<file path="src/rtl/coproc_pkg.sv">
// Shared coprocessor definitions: opcode encodings, issuer state encoding, frame geometry.
package coproc_pkg;

  localparam logic [2:0] OP_NOP         = 3'd0;
  localparam logic [2:0] OP_LOAD        = 3'd1;
  localparam logic [2:0] OP_STORE       = 3'd2;
  localparam logic [2:0] OP_ZOOM_IN_VP  = 3'd3;
  localparam logic [2:0] OP_ZOOM_IN_RP  = 3'd4;
  localparam logic [2:0] OP_ZOOM_OUT_MP = 3'd5;
  localparam logic [2:0] OP_ZOOM_OUT_VD = 3'd6;
  localparam logic [2:0] OP_RESET_INST  = 3'd7;

  // 320x240 frame, last valid pixel address
  localparam int DEFAULT_MAX_ADDR  = 76799;
  localparam int RESET_INST_CYCLES = 4;

  typedef enum logic [2:0] {
    ST_IDLE,
    ST_FETCH,
    ST_ISSUE,
    ST_WAIT_DONE,
    ST_RESP
  } state_t;

  function automatic logic is_burst_op(input logic [2:0] op);
    return (op == OP_LOAD) || (op == OP_STORE);
  endfunction

endpackage

</file>
<file path="src/rtl/edge_detect.sv">
// Rising-edge detector: rise_o is combinational from level_i against its value one cycle earlier.
module edge_detect (
  input  logic clk_i,
  input  logic rst_ni,
  input  logic level_i,
  output logic rise_o
);

  logic prev_q;

  always_ff @(posedge clk_i or negedge rst_ni) begin
    if (!rst_ni) prev_q <= 1'b0;
    else         prev_q <= level_i;
  end

  assign rise_o = level_i & ~prev_q;

endmodule

</file>
<file path="src/rtl/cmd_issuer.sv">
// Splits commands into coprocessor beats; ENABLE 2 cycles after accept, rsp 1 cycle after FLAG_DONE rise, no rsp backpressure.
// cmd_ready only in IDLE. Define CMD_TIMEOUT_EN for the per-beat watchdog and the sticky err_timeout port.
module cmd_issuer
  import coproc_pkg::*;
#(
  parameter int MAX_ADDR       = DEFAULT_MAX_ADDR,
  parameter int TIMEOUT_CYCLES = 1048576
) (
  input  logic        CLOCK_50,
  input  logic        RESET_N,
  input  logic        cmd_valid,
  output logic        cmd_ready,
  input  logic [2:0]  cmd_op,
  input  logic [17:0] cmd_addr,
  input  logic [16:0] cmd_len,
  input  logic        px_valid,
  output logic        px_ready,
  input  logic [7:0]  px_data,
  output logic        rsp_valid,
  output logic [7:0]  rsp_data,
  output logic        rsp_last,
  output logic        busy,
  output logic [2:0]  INSTRUCTION,
  output logic [17:0] MEM_ADDR,
  output logic [7:0]  DATA_IN,
  output logic        ENABLE,
  input  logic [7:0]  DATA_OUT,
`ifdef CMD_TIMEOUT_EN
  output logic        err_timeout,
`endif
  input  logic        FLAG_DONE
);

  // One wait counter serves both the fixed RESET_INST delay and the watchdog
  localparam int TW = $clog2(TIMEOUT_CYCLES + 1);
  localparam int CW = (TW > 3) ? TW : 3;

  state_t        state_q, state_d;
  logic [2:0]    op_q, op_d;
  logic [17:0]   addr_q, addr_d;
  logic [16:0]   rem_q, rem_d;
  logic [7:0]    din_q, din_d;
  logic [7:0]    rdata_q, rdata_d;
  logic [CW-1:0] wcnt_q, wcnt_d;
  logic          flag_rise;
  logic          done;
  logic          abort_now;

`ifdef CMD_TIMEOUT_EN
  logic abort_q, abort_d;
  logic err_q, err_d;
  logic timeout;
`endif

  edge_detect u_flag_edge (
    .clk_i   (CLOCK_50),
    .rst_ni  (RESET_N),
    .level_i (FLAG_DONE),
    .rise_o  (flag_rise)
  );

  always_ff @(posedge CLOCK_50 or negedge RESET_N) begin
    if (!RESET_N) begin
      state_q <= ST_IDLE;
      op_q    <= '0;
      addr_q  <= '0;
      rem_q   <= '0;
      din_q   <= '0;
      rdata_q <= '0;
      wcnt_q  <= '0;
    end else begin
      state_q <= state_d;
      op_q    <= op_d;
      addr_q  <= addr_d;
      rem_q   <= rem_d;
      din_q   <= din_d;
      rdata_q <= rdata_d;
      wcnt_q  <= wcnt_d;
    end
  end

`ifdef CMD_TIMEOUT_EN
  always_ff @(posedge CLOCK_50 or negedge RESET_N) begin
    if (!RESET_N) begin
      abort_q <= 1'b0;
      err_q   <= 1'b0;
    end else begin
      abort_q <= abort_d;
      err_q   <= err_d;
    end
  end

  assign abort_now   = abort_q;
  assign err_timeout = err_q;
`else
  assign abort_now   = 1'b0;
`endif

  always_comb begin
    state_d = state_q;
    op_d    = op_q;
    addr_d  = addr_q;
    rem_d   = rem_q;
    din_d   = din_q;
    rdata_d = rdata_q;
    wcnt_d  = '0;
    done    = 1'b0;
`ifdef CMD_TIMEOUT_EN
    abort_d = abort_q;
    err_d   = err_q;
    timeout = 1'b0;
`endif
    case (state_q)
      ST_IDLE: begin
        if (cmd_valid) begin
          op_d    = cmd_op;
          addr_d  = cmd_addr;
          din_d   = '0;
          rem_d   = (is_burst_op(cmd_op) && (cmd_len != '0)) ? cmd_len : 17'd1;
          state_d = ST_FETCH;
`ifdef CMD_TIMEOUT_EN
          abort_d = 1'b0;
`endif
        end
      end
      ST_FETCH: begin
        if (op_q != OP_STORE) begin
          state_d = ST_ISSUE;
        end else if (px_valid) begin
          din_d   = px_data;
          state_d = ST_ISSUE;
        end
      end
      ST_ISSUE: state_d = ST_WAIT_DONE;
      ST_WAIT_DONE: begin
        wcnt_d = wcnt_q + 1'b1;
        if (op_q == OP_RESET_INST) done = (wcnt_q == CW'(RESET_INST_CYCLES - 1));
        else                       done = flag_rise;
`ifdef CMD_TIMEOUT_EN
        timeout = !done && (wcnt_q == CW'(TIMEOUT_CYCLES - 1));
`endif
        if (done) begin
          rdata_d = (op_q == OP_LOAD) ? DATA_OUT : 8'h00;
          state_d = ST_RESP;
        end
`ifdef CMD_TIMEOUT_EN
        else if (timeout) begin
          rdata_d = 8'h00;
          abort_d = 1'b1;
          err_d   = 1'b1;
          state_d = ST_RESP;
        end
`endif
      end
      ST_RESP: begin
        if (abort_now || (rem_q == 17'd1)) begin
          state_d = ST_IDLE;
        end else begin
          rem_d   = rem_q - 17'd1;
          addr_d  = (addr_q == 18'(MAX_ADDR)) ? 18'd0 : addr_q + 18'd1;
          state_d = ST_FETCH;
        end
      end
      default: state_d = ST_IDLE;
    endcase
  end

  assign cmd_ready   = (state_q == ST_IDLE);
  assign busy        = (state_q != ST_IDLE);
  assign px_ready    = (state_q == ST_FETCH) && (op_q == OP_STORE);
  assign ENABLE      = (state_q == ST_ISSUE);
  assign rsp_valid   = (state_q == ST_RESP);
  assign rsp_last    = rsp_valid && ((rem_q == 17'd1) || abort_now);
  assign rsp_data    = rdata_q;
  assign INSTRUCTION = op_q;
  assign MEM_ADDR    = addr_q;
  assign DATA_IN     = din_q;

endmodule

</file>
<file path="config.mk">
export PLATFORM = sky130hd
export DESIGN_NAME = cmd_issuer
export DESIGN_NICKNAME = d
export VERILOG_FILES = /design/src/rtl/coproc_pkg.sv /design/src/rtl/edge_detect.sv /design/src/rtl/cmd_issuer.sv
export SDC_FILE = /design/constraint.sdc
export NUM_CORES = 1
export LEC_CHECK = 0
export BUFFER_PORTS_ARGS = -buffer_cell sky130_fd_sc_hd__buf_2
export CORE_MARGIN = 2
export CORE_UTILIZATION = 55
export CTS_BUF_LIST = sky130_fd_sc_hd__clkbuf_2 sky130_fd_sc_hd__clkbuf_4 sky130_fd_sc_hd__clkbuf_8
export DETAILED_ROUTE_END_ITERATION = 16
export GPL_TIMING_DRIVEN = 0
export PLACE_DENSITY_LB_ADDON = 0.3
export SYNTH_ARGS = -nofsm -noshare
export SYNTH_HDL_FRONTEND = slang
export SYNTH_SLANG_ARGS = --single-unit
</file>
<file path="constraint.sdc">
create_clock -name CLOCK_50 -period 2.6 [get_ports CLOCK_50]
set_input_delay 0.13 -clock CLOCK_50 [delete_from_list [all_inputs] [get_ports CLOCK_50]]
set_output_delay 0.13 -clock CLOCK_50 [all_outputs]
set_load 0.02 [all_outputs]
</file>
==> impl_metrics.tcl <==
set metrics [dict create \
    first_global_vias 4193 \
    critPathMaxFanout 10 \
    maxSlewViolCount 0 \
    yosysSeqAreaShare 0.449 \
    overflow 0 \
    crit_type "register to primary output" \
    async_flop_share 1.00 \
    use_met3 0.0451 \
    cts_sinks 79 \
    drc_errors 0 \
    holdWs_ns 0.000755 \
    fmax_ghz 0.401 \
    skew_ns 0.0113 \
    grt_use_met2 0.460 \
    die_h_um 93.5 \
    cts_buffers 9 \
    p_leak_nw 2.48 \
    antenna_found_initial 0 \
    power_density_nw_per_um2 949 \
    critPathCaptureType "primary output" \
    grt_pass1_wl_um 20000 \
    synth.distinct_cells 58 \
    setup_violations 0 \
    grtUsageTotal 0.290 \
    nets 691 \
    syn2layout_area_growth_pct 21.7 \
    min_period_ns 2.49 \
    netlist_area_um2 4410 \
    finalHoldViolCount 0 \
    finish.utilization 0.694 \
    tritoncts "yes" \
    post_drt_wl_per_cell_um 16.6 \
    outcome "finished, final reports clean" \
    use_met1 0.400 \
    drive_above_1_share 0.221 \
    place.gp.congestion 0.909 \
    coreArea_um2 7730 \
    start_kind "register" \
    insertion_delay_ns 0.37 \
    syn_inst 504 \
    ys_ff_latch 79 \
    viasPerCell 5.93 \
    place_ws_ns 0.240 \
    synth_commonest_cells "dfrtp_1 (79), nand2_1 (66), nor2_1 (55), o21ai_0 (39), a21oi_1 (35)" \
    avgSynthCellArea_um2 8.74 \
    rsz0062_at_grt "false" \
    rows 32 \
    cts_root_buf "clkbuf_8" \
    routed_wl_um 12200 \
    portBuffers 101 \
    ant_nets 0 \
    worst_pin_slew_ns 1.16 \
    die_area_um2 8740 \
    synth_top_cell_by_area "dfrtp_1" \
    min_path_type "input pin to register" \
    h-tree-depth 3 \
    synthTopCellsByArea "dfrtp_1 (45%), nand2_1 (5.6%), nor2_1 (4.7%)" \
    setup_tns_ns 0 \
    path_clk_slew_ns 0.09 \
    setup_ws_ns 0.105 \
    max_slew_margin 0.227 \
    grt-busiest-layer "met2" \
    required_ns 2.47 \
    place_inst 708 \
    initial_core_util 0.570 \
    ctsLongestPathBuffers 2 \
    drt_first_pass_iters 5 \
    diodes 0 \
    final_cell_count_no_fill 735 \
    synth_top_area_frac 0.449 \
    ys_warn_count 0 \
    drv_cap 0 \
    drt_iter0_markers 335 \
    io_pins 102 \
    yosysMostFrequentCell "dfrtp_1" \
    ff2ff_setup_slack_ns 0.21 \
    synth_nets 567 \
    synth-edff-count 0 \
    post-route-period-util 0.959 \
    place_hpwl_um 8620 \
    peakVddDrop_mv 0.690 \
    arrival_ns 2.36 \
    dieWidth_um 93.5 \
    grt_max_degree 52 \
    synthFlopType "dfrtp_1" \
    vias 4356 \
]
-- layout by cell type, fill, tap and decap left out, types with 7 or more instances in the layout --
cell / count
buf_2: 108
dfrtp_1: 79
nand2_1: 66
nor2_1: 55
o21ai_0: 39
a21oi_1: 35
inv_1: 21
nand3_1: 18
xor2_1: 14
clkbuf_1: 13
nand4_1: 12
nor3_1: 12
nor4_1: 11
dlygate4sd3_1: 11
clkbuf_8: 9
mux2i_1: 8
and3_1: 7
-- cell families after synthesis --
| group | count (synthesis) | synth area share |
|---|---|---|
| mux | 9 | 0.0207 |
| compound gates | 123 | 0.172 |
| simple gates | 222 | 0.260 |
| xor+xnor | 20 | 0.0398 |
| buf+inv | 47 | 0.0474 |
| fa+ha+maj | 4 | 0.0114 |
| flops | 79 | 0.449 |
-- critical path: stages (launching register included) --
cell      delay (ns)
dfrtp_1         0.37
buf_2           0.17
or3b_4          0.41
clkbuf_1        0.28
buf_2           0.30
nor3_1          0.26
buf_2           0.21
-- metal layers --
layer | routed length (um) | up-vias
met2 | 5740 | 210
met5 | 0 | -
met4 | 274 | 0
li1 | - | 2064
met1 | 5230 | 2055
met3 | 954 | 27
-- per-stage QoR --
stage / area (um^2) / power [mW]
after CTS: 5360 / 5.07
after global routing: 5360 / 5.42
after floorplan: 4410 / 3.44
final: 5360 / 5.09
after global placement: 5040 / 4.11
after detailed placement: 5070 / 4.19
-- report_power, final --
| group | total [mW] | internal, mW | switching [mW] |
|---|---|---|---|
| sequential | 2.12 | 1.65 | 0.475 |
| clock | 0.872 | 0.358 | 0.514 |
| combinational | 2.09 | 0.778 | 1.31 |
| total | 5.09 | 2.78 | 2.30 |
-- area by class of cell --
cell class | count | area [um^2]
fillers | 640 | 2360
multi-input cells | 378 | 2220
inverters | 22 | 87.6
plain buffers | 25 | 124
well taps | 102 | 128
repair buffers | 113 | 646
clock buffers | 9 | 124
clock inverters | 7 | 56.3
flip-flops and latches | 79 | 1980
-- final timing paths --
kind | cells after the start | end | from
min in group asynchronous | 2 | rem_q[10] | RESET_N
max | 6 | rsp_last | state_q[0]
min reg2reg | 2 | DATA_IN[5] | DATA_IN[5]
max in group asynchronous | 3 | MEM_ADDR[0] | RESET_N
max reg2reg | 8 | MEM_ADDR[7] | rem_q[1]
min | 3 | rsp_data[7] | DATA_OUT[7]
-- sequential cells by signal (all words and copies together) (netlist names) --
register	flops
rsp_data	8
rem_q	17
wcnt_q	21
state_q	3
MEM_ADDR	18
DATA_IN	8
u_flag_edge.prev_q	1
INSTRUCTION	3
-- what timing repair did --
item / CTS / global route
gates resized for setup: 0 / 5
hold buffers: 11 / 0
buffers inserted: 0 / 0
endpoints found under the hold margin: 38 / 0
endpoints found under the setup margin: 0 / 5
No activity file was read; power rests on OpenSTA's default activity.
